<file path="src/rtl/muldiv_pkg.sv">
`default_nettype none
// ============================================================================
// muldiv_pkg : M-extension op codes and FSM state type shared by muldiv_seq
// Revision   : 1.0
// ============================================================================
package muldiv_pkg;

  localparam logic [4:0] OP_MUL    = 5'd10;
  localparam logic [4:0] OP_MULH   = 5'd11;
  localparam logic [4:0] OP_MULHSU = 5'd12;
  localparam logic [4:0] OP_MULHU  = 5'd13;
  localparam logic [4:0] OP_DIV    = 5'd14;
  localparam logic [4:0] OP_DIVU   = 5'd15;
  localparam logic [4:0] OP_REM    = 5'd16;
  localparam logic [4:0] OP_REMU   = 5'd17;

  typedef enum logic [1:0] {
    IDLE = 2'd0,
    MUL  = 2'd1,
    DIV  = 2'd2,
    DONE = 2'd3
  } state_t;

endpackage
`default_nettype wire

</file>
<file path="src/rtl/muldiv_div_step.sv">
`default_nettype none
// ============================================================================
// muldiv_div_step : one restoring-division step (shift in a bit, trial subtract)
// Revision        : 1.0
// ============================================================================
module muldiv_div_step
  import muldiv_pkg::*;
#(
  parameter int XLEN = 32
) (
  input  logic [XLEN-1:0] rem_i,
  input  logic            bit_i,
  input  logic [XLEN-1:0] div_i,
  output logic [XLEN-1:0] rem_o,
  output logic            qbit_o
);

  logic [XLEN:0] w_trial;
  logic [XLEN:0] w_diff;

  // rem_i < div_i holds on entry, so the trial value is below 2*div and the
  // restored or reduced remainder always fits back into XLEN bits.
  assign w_trial = {rem_i, bit_i};
  assign w_diff  = w_trial - {1'b0, div_i};
  assign qbit_o  = ~w_diff[XLEN];
  assign rem_o   = qbit_o ? w_diff[XLEN-1:0] : w_trial[XLEN-1:0];

endmodule
`default_nettype wire

</file>
<file path="src/rtl/muldiv_seq.sv">
`default_nettype none
// ============================================================================
// muldiv_seq : sequential RV32M multiply/divide unit; MULDIV_FAST_MUL_EN
//              selects a single-cycle combinational multiply
// Revision   : 1.0
// ============================================================================
module muldiv_seq
  import muldiv_pkg::*;
#(
  parameter int XLEN = 32
) (
  input  logic            CLK,
  input  logic            RST_N,
  input  logic            IN_VALID,
  output logic            IN_READY,
  input  logic [4:0]      OP,
  input  logic [XLEN-1:0] X,
  input  logic [XLEN-1:0] Y,
  input  logic            FLUSH,
  output logic            OUT_VALID,
  input  logic            OUT_READY,
  output logic [XLEN-1:0] RESULT
);

  localparam int              CW         = (XLEN > 1) ? $clog2(XLEN) : 1;
  localparam logic [CW-1:0]   C_CNT_LAST = CW'(XLEN - 1);
  localparam logic [XLEN-1:0] C_INT_MIN  = {1'b1, {(XLEN-1){1'b0}}};

  state_t          state_q;
  logic [CW-1:0]   cnt_q;
  logic            setup_q, byp_q, neg_q, rneg_q, in_ready_q, out_valid_q;
  logic [4:0]      op_q;
  logic [XLEN-1:0] x_q, y_q, hi_q, lo_q, mc_q, res_q;

  logic w_is_mul, w_is_div, w_x_neg, w_y_neg, w_want_rem, w_want_low;
  logic w_x_signed, w_y_signed, w_div_zero, w_div_ovf, w_qbit, w_byp;
  logic [XLEN-1:0]   w_x_mag, w_y_mag, w_rem_nxt, w_quo_nxt, w_byp_res;
  logic [XLEN-1:0]   w_div_res, w_mul_res;
  logic [XLEN:0]     w_sum;
  logic [2*XLEN-1:0] w_prod_nxt, w_prod_fix;

  assign w_is_mul   = (op_q >= OP_MUL) && (op_q <= OP_MULHU);
  assign w_is_div   = (op_q >= OP_DIV) && (op_q <= OP_REMU);
  assign w_x_signed = (op_q == OP_MULH) || (op_q == OP_MULHSU) ||
                      (op_q == OP_DIV)  || (op_q == OP_REM);
  assign w_y_signed = (op_q == OP_MULH) || (op_q == OP_DIV) || (op_q == OP_REM);
  assign w_want_rem = (op_q == OP_REM) || (op_q == OP_REMU);
  assign w_want_low = (op_q == OP_MUL);
  assign w_x_neg    = w_x_signed & x_q[XLEN-1];
  assign w_y_neg    = w_y_signed & y_q[XLEN-1];
  assign w_x_mag    = w_x_neg ? -x_q : x_q;
  assign w_y_mag    = w_y_neg ? -y_q : y_q;
  assign w_div_zero = (y_q == '0);
  assign w_div_ovf  = w_x_signed && w_y_signed && (x_q == C_INT_MIN) && (y_q == '1);

  muldiv_div_step #(.XLEN(XLEN)) u_step (
    .rem_i  (hi_q),
    .bit_i  (lo_q[XLEN-1]),
    .div_i  (mc_q),
    .rem_o  (w_rem_nxt),
    .qbit_o (w_qbit)
  );

  assign w_quo_nxt = {lo_q[XLEN-2:0], w_qbit};
  assign w_div_res = w_want_rem ? (rneg_q ? -w_rem_nxt : w_rem_nxt)
                                : (neg_q  ? -w_quo_nxt : w_quo_nxt);

  // Shift-add: hi_q accumulates, lo_q holds the multiplier and shifts right.
  assign w_sum      = {1'b0, hi_q} + (lo_q[0] ? {1'b0, mc_q} : '0);
  assign w_prod_nxt = {w_sum, lo_q[XLEN-1:1]};
  assign w_prod_fix = neg_q ? -w_prod_nxt : w_prod_nxt;
  assign w_mul_res  = w_want_low ? w_prod_fix[XLEN-1:0] : w_prod_fix[2*XLEN-1:XLEN];

`ifdef MULDIV_FAST_MUL_EN
  logic [2*XLEN-1:0] w_xe, w_ye, w_fast;
  assign w_xe   = {{XLEN{w_x_neg}}, x_q};
  assign w_ye   = {{XLEN{w_y_neg}}, y_q};
  assign w_fast = w_xe * w_ye;
`endif

  always_comb begin
    w_byp     = 1'b0;
    w_byp_res = '0;
    if (!w_is_mul && !w_is_div) begin
      w_byp = 1'b1;
    end else if (w_is_div && (w_div_zero || w_div_ovf)) begin
      w_byp = 1'b1;
      if (w_div_zero) w_byp_res = w_want_rem ? x_q : '1;
      else            w_byp_res = w_want_rem ? '0  : x_q;
`ifdef MULDIV_FAST_MUL_EN
    end else if (w_is_mul) begin
      w_byp     = 1'b1;
      w_byp_res = w_want_low ? w_fast[XLEN-1:0] : w_fast[2*XLEN-1:XLEN];
`endif
    end
  end

  always_ff @(posedge CLK) begin
    if (!RST_N) begin
      state_q     <= IDLE;
      cnt_q       <= '0;
      setup_q     <= 1'b0;
      byp_q       <= 1'b0;
      neg_q       <= 1'b0;
      rneg_q      <= 1'b0;
      in_ready_q  <= 1'b1;
      out_valid_q <= 1'b0;
      op_q        <= '0;
      x_q         <= '0;
      y_q         <= '0;
      hi_q        <= '0;
      lo_q        <= '0;
      mc_q        <= '0;
      res_q       <= '0;
    end else if (FLUSH) begin
      state_q     <= IDLE;
      setup_q     <= 1'b0;
      byp_q       <= 1'b0;
      in_ready_q  <= 1'b1;
      out_valid_q <= 1'b0;
    end else begin
      case (state_q)
        IDLE: begin
          if (IN_VALID && in_ready_q) begin
            op_q       <= OP;
            x_q        <= X;
            y_q        <= Y;
            cnt_q      <= C_CNT_LAST;
            setup_q    <= 1'b1;
            byp_q      <= 1'b0;
            in_ready_q <= 1'b0;
            state_q    <= ((OP >= OP_DIV) && (OP <= OP_REMU)) ? DIV : MUL;
          end
        end
        MUL, DIV: begin
          // First cycle after accept: prepare magnitudes or park a bypass result.
          if (setup_q) begin
            setup_q <= 1'b0;
            byp_q   <= w_byp;
            hi_q    <= w_byp ? w_byp_res : '0;
            lo_q    <= (state_q == DIV) ? w_x_mag : w_y_mag;
            mc_q    <= (state_q == DIV) ? w_y_mag : w_x_mag;
            neg_q   <= w_x_neg ^ w_y_neg;
            rneg_q  <= w_x_neg;
          end else if (byp_q) begin
            res_q       <= hi_q;
            out_valid_q <= 1'b1;
            state_q     <= DONE;
          end else begin
            if (state_q == DIV) begin
              hi_q <= w_rem_nxt;
              lo_q <= w_quo_nxt;
            end else begin
              {hi_q, lo_q} <= w_prod_nxt;
            end
            cnt_q <= cnt_q - CW'(1);
            if (cnt_q == '0) begin
              res_q       <= (state_q == DIV) ? w_div_res : w_mul_res;
              out_valid_q <= 1'b1;
              state_q     <= DONE;
            end
          end
        end
        DONE: begin
          if (OUT_READY) begin
            out_valid_q <= 1'b0;
            in_ready_q  <= 1'b1;
            state_q     <= IDLE;
          end
        end
        default: state_q <= IDLE;
      endcase
    end
  end

  assign IN_READY  = in_ready_q;
  assign OUT_VALID = out_valid_q;
  assign RESULT    = res_q;

endmodule
`default_nettype wire

</file>
<file path="config.mk">
export PLATFORM = sky130hd
export DESIGN_NAME = muldiv_seq
export DESIGN_NICKNAME = d
export VERILOG_FILES = /design/src/rtl/muldiv_pkg.sv /design/src/rtl/muldiv_div_step.sv /design/src/rtl/muldiv_seq.sv
export SDC_FILE = /design/constraint.sdc
export NUM_CORES = 1
export LEC_CHECK = 0
export BUFFER_PORTS_ARGS = -buffer_cell sky130_fd_sc_hd__clkbuf_2
export CAP_MARGIN = 10
export CORE_MARGIN = 8
export CORE_UTILIZATION = 40
export DETAILED_ROUTE_END_ITERATION = 7
export HOLD_SLACK_MARGIN = 0.03
export MAX_ROUTING_LAYER = met4
export PLACE_DENSITY = 0.55
export SLEW_MARGIN = 20
export SYNTH_ARGS = -nofsm -noshare
export SYNTH_HDL_FRONTEND = slang
export SYNTH_SLANG_ARGS = --single-unit
export TNS_END_PERCENT = 5
</file>
<file path="constraint.sdc">
create_clock -name CLK -period 7.35 [get_ports CLK]
set_input_delay 1.47 -clock CLK [delete_from_list [all_inputs] [get_ports CLK]]
set_output_delay 1.47 -clock CLK [all_outputs]
set_load 0.01 [all_outputs]
</file>
==> summary.txt, run 1 <==
Min path
  • Hold Path Depth: 2
  • Worst Hold Class: register to register

Setup path
  • Slowest stage cell on the critical path: a311oi_1
  • Worst path top cell family by delay: compound AO/OA/AOI/OAI gates
  • Critical path arrival: 6790 ps
  • Crit path buffers/inverters: 3
  • CP Max Fanout: 8
  • CP Data Required Time: 7840 ps
  • Critical Path Source Type: register
  • FF-to-FF path depth: 19
  • CP endpoint kind: register
  • CP Depth: 19
  • Critical Path Max Stage Delay: around 630 ps
  • Critical path class: register to register
  • Crit path cell chain: inv_1, ha_1, inv_1, fa_1, a211oi_1, o211ai_2, a311oi_1, or3_1, o211a_2, clkinv_1, a21oi_1, ha_1, nand2_1, nor4_1, a41oi_1, o41ai_1, xnor2_1, a211oi_1, a2111oi_0

Final layout
  • Share of layout cells above drive strength 1: 0.106
  • Sequential cell area: approximately 4200 µm²
  • Commonest non-fill, non-tap cell in the layout: nand2_1
  • NumNets Final: 2991
  • Commonest cells after routing, fill and taps aside: 461 x nand2_1, 282 x a21oi_1, 266 x nor2_1
  • Area grow syn2layout: 10.5%
  • Layout fillers: around 5300
  • Area of the multi-input gates: 14900 µm²

Clock tree
  • Clk sinks: 210
  • CTS Hold Bufs: 0
  • CTS H-tree depth: 1
  • Post-CTS sizing: 0
  • Reg clk slew, reported paths: 60 ps
  • CTS tree: yes
  • Total CTS buffers: 29
  • Skew-Pair Late Insertion Delay: around 620 ps
  • Post-CTS Setup Repair Bufs: 0
  • Max clock buf depth: 3
  • CTS root buf: clkbuf_16

Synthesis
  • Synth cell types: 91
  • Post-Syn Instances: approximately 2900
  • Top cell type's share of synthesized area: 0.209
  • Ys flop type: dfxtp_1
  • Mapped Nets: 3010
  • Top post-synthesis cells by area: dfxtp_1 21%, nand2_1 8.6%, a21oi_1 7.1%, nor2_1 5.0%, xnor2_1 4.8%
  • Syn avg cell area: ~7 µm²
  • Register bit count reported by yosys: 210
  • Seq/Total Area, Yosys: 0.209
  • EDFF count, synth: 0
  • Syn. warnings: 0
  • Fraction of registers with async set/reset: 0
  • Mapped Area: 20100 µm²
  • Yosys top cell by area: dfxtp_1

Timing
  • Clock skew: 23.2 ps
  • Setup violations, final: 0
  • Setup TNS: 0 ps
  • Final period utilization: 0.857
  • Max Fclk: around 160 MHz
  • RSZ-0062 raised after global routing: no
  • Fin crit period: ~6300 ps
  • Final count of pins violating max slew: 0
  • Tightest Pin Transition: between 1000 and 1500 ps
  • Worst slew margin: 0.232
  • Final Hold Fails: 0

Detailed routing
  • Wirelength, routed: slightly above 100000 µm
  • Drt via density: roughly 6.4
  • Average wire per standard cell: around 28 µm
  • Via count: 22800
  • First drt pass iteration count: 8
  • 1st-iter DRT viols: 2631
  • DRC Markers: 5
  • Antenna viol nets, final: 0

Power
  • Power Total: roughly 0.005 W
  • Seq pwr share: 0.249
  • Worst VDD drop: between 150 and 200 µV
  • Switching Share: 0.439
  • Leakage: between 8 and 9 nW
  • Comb power frac: 0.430
  • Clk pwr share: 0.321
  • Sw power: 0.00225 W
  • PwrDens: about 230 nW/µm²
  • Cell Int Power: around 0.0029 W

Die
  • Initial Utilization: 0.403
  • Row count: about 80
  • Die height: 240 µm
  • CORE AREA: between 40000 and 50000 µm²
  • Die area: 57600 µm²
  • Die W: 240 µm
  • Ports: between 100 and 150

Placed design
  • Final HPWL DP: between 70000 and 80000 µm
  • GPL Wtd Cong: roughly 1
  • Port bufs: 107

Status
  • Failing checks: DRC
  • Status: complete, but fails checks

Global route
  • Largest net degree at the start of global routing: 84
  • Total GRT Usage: 0.346
  • Congestion Overflow GR: 0
  • First-pass GRT wire length: around 150000 µm
  • Initial antenna violation count: 1
  • Vias in the first global route: between 20000 and 25000

Run
  • Maxcap violations: 0
## logic make-up (layout without fill, tap and decap cells)
| kind of cell | after synthesis | in the layout | share of synthesized area |
|---|---|---|---|
| simple gates | 1148 | 1148 | 0.267 |
| compound gates | 889 | 889 | 0.285 |
| buf+inv | 279 | 282 | 0.0531 |
| flops | 210 | 210 | 0.209 |
| xor+xnor | 170 | 170 | 0.0741 |
| mux | 84 | 84 | 0.0627 |
| fa+ha+maj | 78 | 78 | 0.0493 |
| other cells | 0 | 1 | 0 |
## area by class of cell
cell class              instances  share of cell area
multi-input cells            2369               0.670
inverters                      74              0.0129
clock buffers                  39              0.0362
flip-flops and latches        210               0.190
clock inverters                14              0.0126
diodes                          1            0.000113
well taps                     672              0.0379
repair buffers                155              0.0404
## worst register-to-register path, stage by stage, from the launching register on
cell and delay, ps:
dfxtp_1 310, inv_1 90, ha_1 200, inv_1 70, fa_1 430, a211oi_1 370
o211ai_2 240, a311oi_1 630, or3_1 210, o211a_2 290, clkinv_1 260, a21oi_1 300
ha_1 410, nand2_1 160, nor4_1 440, a41oi_1 610, o41ai_1 520, xnor2_1 200
a211oi_1 110, a2111oi_0 350
## synthesized netlist by cell type (20+ instances only)
cell type	instances
xor2_1	61
nor3_1	81
clkbuf_1	178
o31ai_1	34
dfxtp_1	210
mux4_2	32
a211oi_1	34
a21o_1	39
nor4_1	27
nand2_1	461
o21ai_0	183
or4_1	20
ha_1	76
a21oi_1	283
xnor2_1	109
nor2_1	269
or3_1	46
nand2b_1	38
mux2i_1	37
nand3_1	56
o21a_1	20
and2_1	22
o221ai_1	26
and3_1	25
o211ai_1	56
nand4_1	34
a31oi_1	33
inv_1	70
## per-stage QoR
step	hold slack, ps	cells	setup slack, ps	area, µm²	util
detailed placement	447	3480	1290	21100	0.423
floorplan	432	2858	2150	20100	-
global route	466	3533	684	22200	0.445
CTS	454	3533	1290	22200	0.445
finish	451	3534	1050	22200	0.445
global placement	442	3480	1420	21100	0.423
## metal layers
metal / vias to the layer above / global-route usage / routed length, µm
met1: 10900 / 0.420 / 40200
met2: 1172 / 0.531 / 44300
met5: - / - / 0
met3: 311 / 0.0583 / 8270
met4: 0 / 0.219 / 7960
li1: 10400 / - / -
## power by group through the flow
stage,registers [W],clock network [W],logic [W]
CTS,0.00127,0.00167,0.00214
detailed placement,0.00130,0,0.00213
global placement,0.00129,0,0.00214
floorplan,0.00125,0,0.00138
finish,0.00128,0.00165,0.00221
global route,0.00128,0.00170,0.00232
## final timing paths
kind	start	to	slack [ps]
max	lo_q[31]$_SDFFE_PN0P_	RESULT[22]$_SDFFE_PN0P_	1050
min	mc_q[23]$_SDFFE_PN0P_	mc_q[23]$_SDFFE_PN0P_	450
max reg2reg	lo_q[31]$_SDFFE_PN0P_	RESULT[22]$_SDFFE_PN0P_	1050
min reg2reg	mc_q[23]$_SDFFE_PN0P_	mc_q[23]$_SDFFE_PN0P_	450
## flip-flops by register name, indices dropped and copies added (netlist names)
register,count
OUT_VALID,1
y_q,32
IN_READY,1
neg_q,1
setup_q,1
mc_q,32
byp_q,1
RESULT,32
op_q,5
state_q,2
x_q,32
lo_q,32
cnt_q,5
rneg_q,1
hi_q,32
Power figures use the tool's default switching activity.
==> run 2, diff against run 1 <==
CORE_ASPECT_RATIO = 0.9   (was unset)
CORE_MARGIN = 3   (was 8)
==> run 2 against run 1 <==
The flow now finishes without violations. Via count down 1.4%. Clock-buffer cell count down 9. Design area down 1.3%. Sequential cell count stayed put. Largest power group unchanged. Fmax is 5.0% higher. First-iteration DRC count rose by 6.9%. Global-route usage decreased by 0.75 points. Worst setup slack improved by 300 ps. Worst hold slack got worse by 3.1 ps.
==> summary.txt, run 2 (synthesis results as in run 1) <==
Detailed routing
  • Antenna viol nets, final: 0 (unchanged)
  • Wirelength, routed: 91100 µm (was 101000 µm)
  • 1st-iter DRT viols: 2812 (was 2631)
  • Via count: 22500 (was 22800)
  • DRC Markers: 0 (was 5)
  • First drt pass iteration count: 6 (was 8)
  • Average wire per standard cell: 25.9 µm (was 28.5 µm)
  • Drt via density: 6.39 (was 6.44)

Timing
  • Tightest Pin Transition: 1200 ps (was 1140 ps)
  • Max Fclk: 167 MHz (was 159 MHz)
  • Clock skew: 28.9 ps (was 23.2 ps)
  • Setup TNS: 0 ps (unchanged)
  • Final period utilization: 0.816 (was 0.857)
  • RSZ-0062 raised after global routing: no (unchanged)
  • Fin crit period: 6000 ps (was 6300 ps)
  • Worst slew margin: 0.198 (was 0.232)
  • Final Hold Fails: 0 (unchanged)
  • Setup violations, final: 0 (unchanged)
  • Final count of pins violating max slew: 0 (unchanged)

Power
  • Worst VDD drop: 169 µV (was 188 µV)
  • Leakage: 8.43 nW (was 8.57 nW)
  • PwrDens: 212 nW/µm² (was 231 nW/µm²)

Setup path
  • CP Data Required Time: 7790 ps (was 7840 ps)
  • Slowest stage cell on the critical path: a311oi_1 (unchanged)
  • R2R Path End: RESULT[22]$_SDFFE_PN0P_ (unchanged)
  • FF-to-FF path depth: 19 (unchanged)
  • Worst path top cell family by delay: compound AO/OA/AOI/OAI gates (unchanged)
  • CP endpoint: RESULT[22]$_SDFFE_PN0P_ (unchanged)
  • Critical path arrival: 6440 ps (was 6790 ps)
  • CP Max Fanout: 9 (was 8)
  • CP endpoint kind: register (unchanged)
  • Critical path class: register to register (unchanged)
  • Crit path buffers/inverters: 3 (unchanged)
  • Crit path cell chain: inv_1, ha_1, inv_1, fa_1, a211oi_1, o211ai_2, a311oi_1, or3_1, o211a_2, clkinv_1, a21oi_1, ha_1, nand2_1, nor4_1, a41oi_1, o41ai_1, xnor2_1, a211oi_1, a2111oi_0 (unchanged)
  • FF-to-FF setup slack: 1350 ps (was 1050 ps)
  • CP Depth: 19 (unchanged)
  • Critical Path Source Type: register (unchanged)
  • Crit path launch: lo_q[31]$_SDFFE_PN0P_ (unchanged)
  • R2R Path Start: lo_q[31]$_SDFFE_PN0P_ (unchanged)
  • Critical Path Max Stage Delay: 540 ps (was 630 ps)

Final layout
  • Cell area after layout: 21900 µm² (was 22200 µm²)
  • Layout fillers: 5195 (was 5325)
  • Antenna cell count: 0 (was 1)
  • Share of layout cells above drive strength 1: 0.103 (was 0.106)
  • NumNets Final: 2980 (was 2991)
  • Commonest cells after routing, fill and taps aside: 461 x nand2_1, 282 x a21oi_1, 267 x nor2_1 (was 461 x nand2_1, 282 x a21oi_1, 266 x nor2_1)
  • Area grow syn2layout: 9.08% (was 10.5%)
  • Commonest non-fill, non-tap cell in the layout: nand2_1 (unchanged)

Clock tree
  • CTS tree: yes (unchanged)
  • Post-CTS sizing: 0 (unchanged)
  • CTS H-tree depth: 1 (unchanged)
  • Post-CTS Setup Repair Bufs: 0 (unchanged)
  • Skew-Pair Late Insertion Delay: 580 ps (was 620 ps)
  • Max clock buf depth: 3 (unchanged)
  • CTS Hold Bufs: 0 (unchanged)
  • Total CTS buffers: 26 (was 29)
  • CTS root buf: clkbuf_16 (unchanged)
  • Clk sinks: 210 (unchanged)
  • Reg clk slew, reported paths: 70 ps (was 60 ps)

Die
  • Row count: 77 (was 82)
  • Initial Utilization: 0.407 (was 0.403)
  • CORE AREA: 49300 µm² (was 49900 µm²)
  • Ports: 108 (unchanged)
  • Die height: 219 µm (was 240 µm)
  • Die area: 52900 µm² (was 57600 µm²)
  • Die W: 242 µm (was 240 µm)

Global route
  • Initial antenna violation count: 1 (unchanged)
  • Total GRT Usage: 0.339 (was 0.346)
  • Congestion Overflow GR: 0 (unchanged)
  • Vias in the first global route: 20600 (was 21200)
  • First-pass GRT wire length: 133000 µm (was 145000 µm)
  • Largest net degree at the start of global routing: 90 (was 84)

Run
  • Maxcap violations: 0 (unchanged)

Placed design
  • Final HPWL DP: 69700 µm (was 77300 µm)
  • Port bufs: 107 (unchanged)
  • GPL Wtd Cong: 0.987 (was 0.989)
  • Placed instance area: 21000 µm² (was 21100 µm²)

Min path
  • Worst Hold Class: register to register (unchanged)

Status
  • Status: complete, no violations (was complete, but fails checks)
-- run 2: changes by cell type in the layout (fill, tap and decap cells not counted), sizes merged --
cell      delta
clkbuf       -9
buf          -8
clkinv       +7
bufinv       -5
clkinvlp     +3
inv          -3
diode        -1
-- run 2: per-layer routing --
layer,GRT usage,share of wire
met5,-,0
met4,0.201,0.070
met3,0.0439,0.080
met2,0.501,0.43
met1,0.444,0.42
-- run 2: worst min-delay path by stage --
stage	start	end	slack (ps)	depth (start not counted)
floorplan	mc_q[27]$_SDFFE_PN0P_	mc_q[27]$_SDFFE_PN0P_	430	2
global placement	mc_q[13]$_SDFFE_PN0P_	mc_q[13]$_SDFFE_PN0P_	440	2
detailed placement	mc_q[15]$_SDFFE_PN0P_	mc_q[15]$_SDFFE_PN0P_	440	2
CTS	mc_q[15]$_SDFFE_PN0P_	mc_q[15]$_SDFFE_PN0P_	450	2
global route	mc_q[3]$_SDFFE_PN0P_	mc_q[3]$_SDFFE_PN0P_	470	2
finish	mc_q[7]$_SDFFE_PN0P_	mc_q[7]$_SDFFE_PN0P_	450	2
-- run 2: worst register-to-register path: stages (launching register included) --
cell,delay [ps]
dfxtp_1,320
inv_1,100
ha_1,220
inv_1,70
fa_1,420
a211oi_1,340
o211ai_2,240
a311oi_1,540
or3_1,200
o211a_2,350
clkinv_1,250
a21oi_1,280
ha_1,360
nand2_1,160
nor4_1,420
a41oi_1,490
o41ai_1,480
xnor2_1,170
a211oi_1,90
a2111oi_0,350
-- run 2: cell type report --
class / count / area [µm²] / share of cell area
sequential: 210 / 4210 / 0.192
inverter: 74 / 283 / 0.0129
multi-input combinational: 2369 / 14900 / 0.679
tap: 671 / 840 / 0.0383
clock inverter: 16 / 158 / 0.00720
timing repair buffer: 147 / 840 / 0.0383
clock buffer: 30 / 706 / 0.0322
-- run 2: power by group --
group | switching (W) | internal [W]
Combinational | 0.00137 | 0.000660
Clock | 0.000590 | 0.000759
Sequential | 0.0000857 | 0.00118
Total | 0.00204 | 0.00260
-- run 2: metrics by stage --
stage	util	power, W	hold slack, ps	setup slack, ps	instances
after floorplan	-	0.00263	432	2150	2858
after global placement	0.426	0.00323	439	1830	3471
after detailed placement	0.426	0.00325	445	1640	3471
after CTS	0.444	0.00460	453	1590	3517
after global routing	0.444	0.00487	467	921	3517
final	0.444	0.00464	448	1350	3517
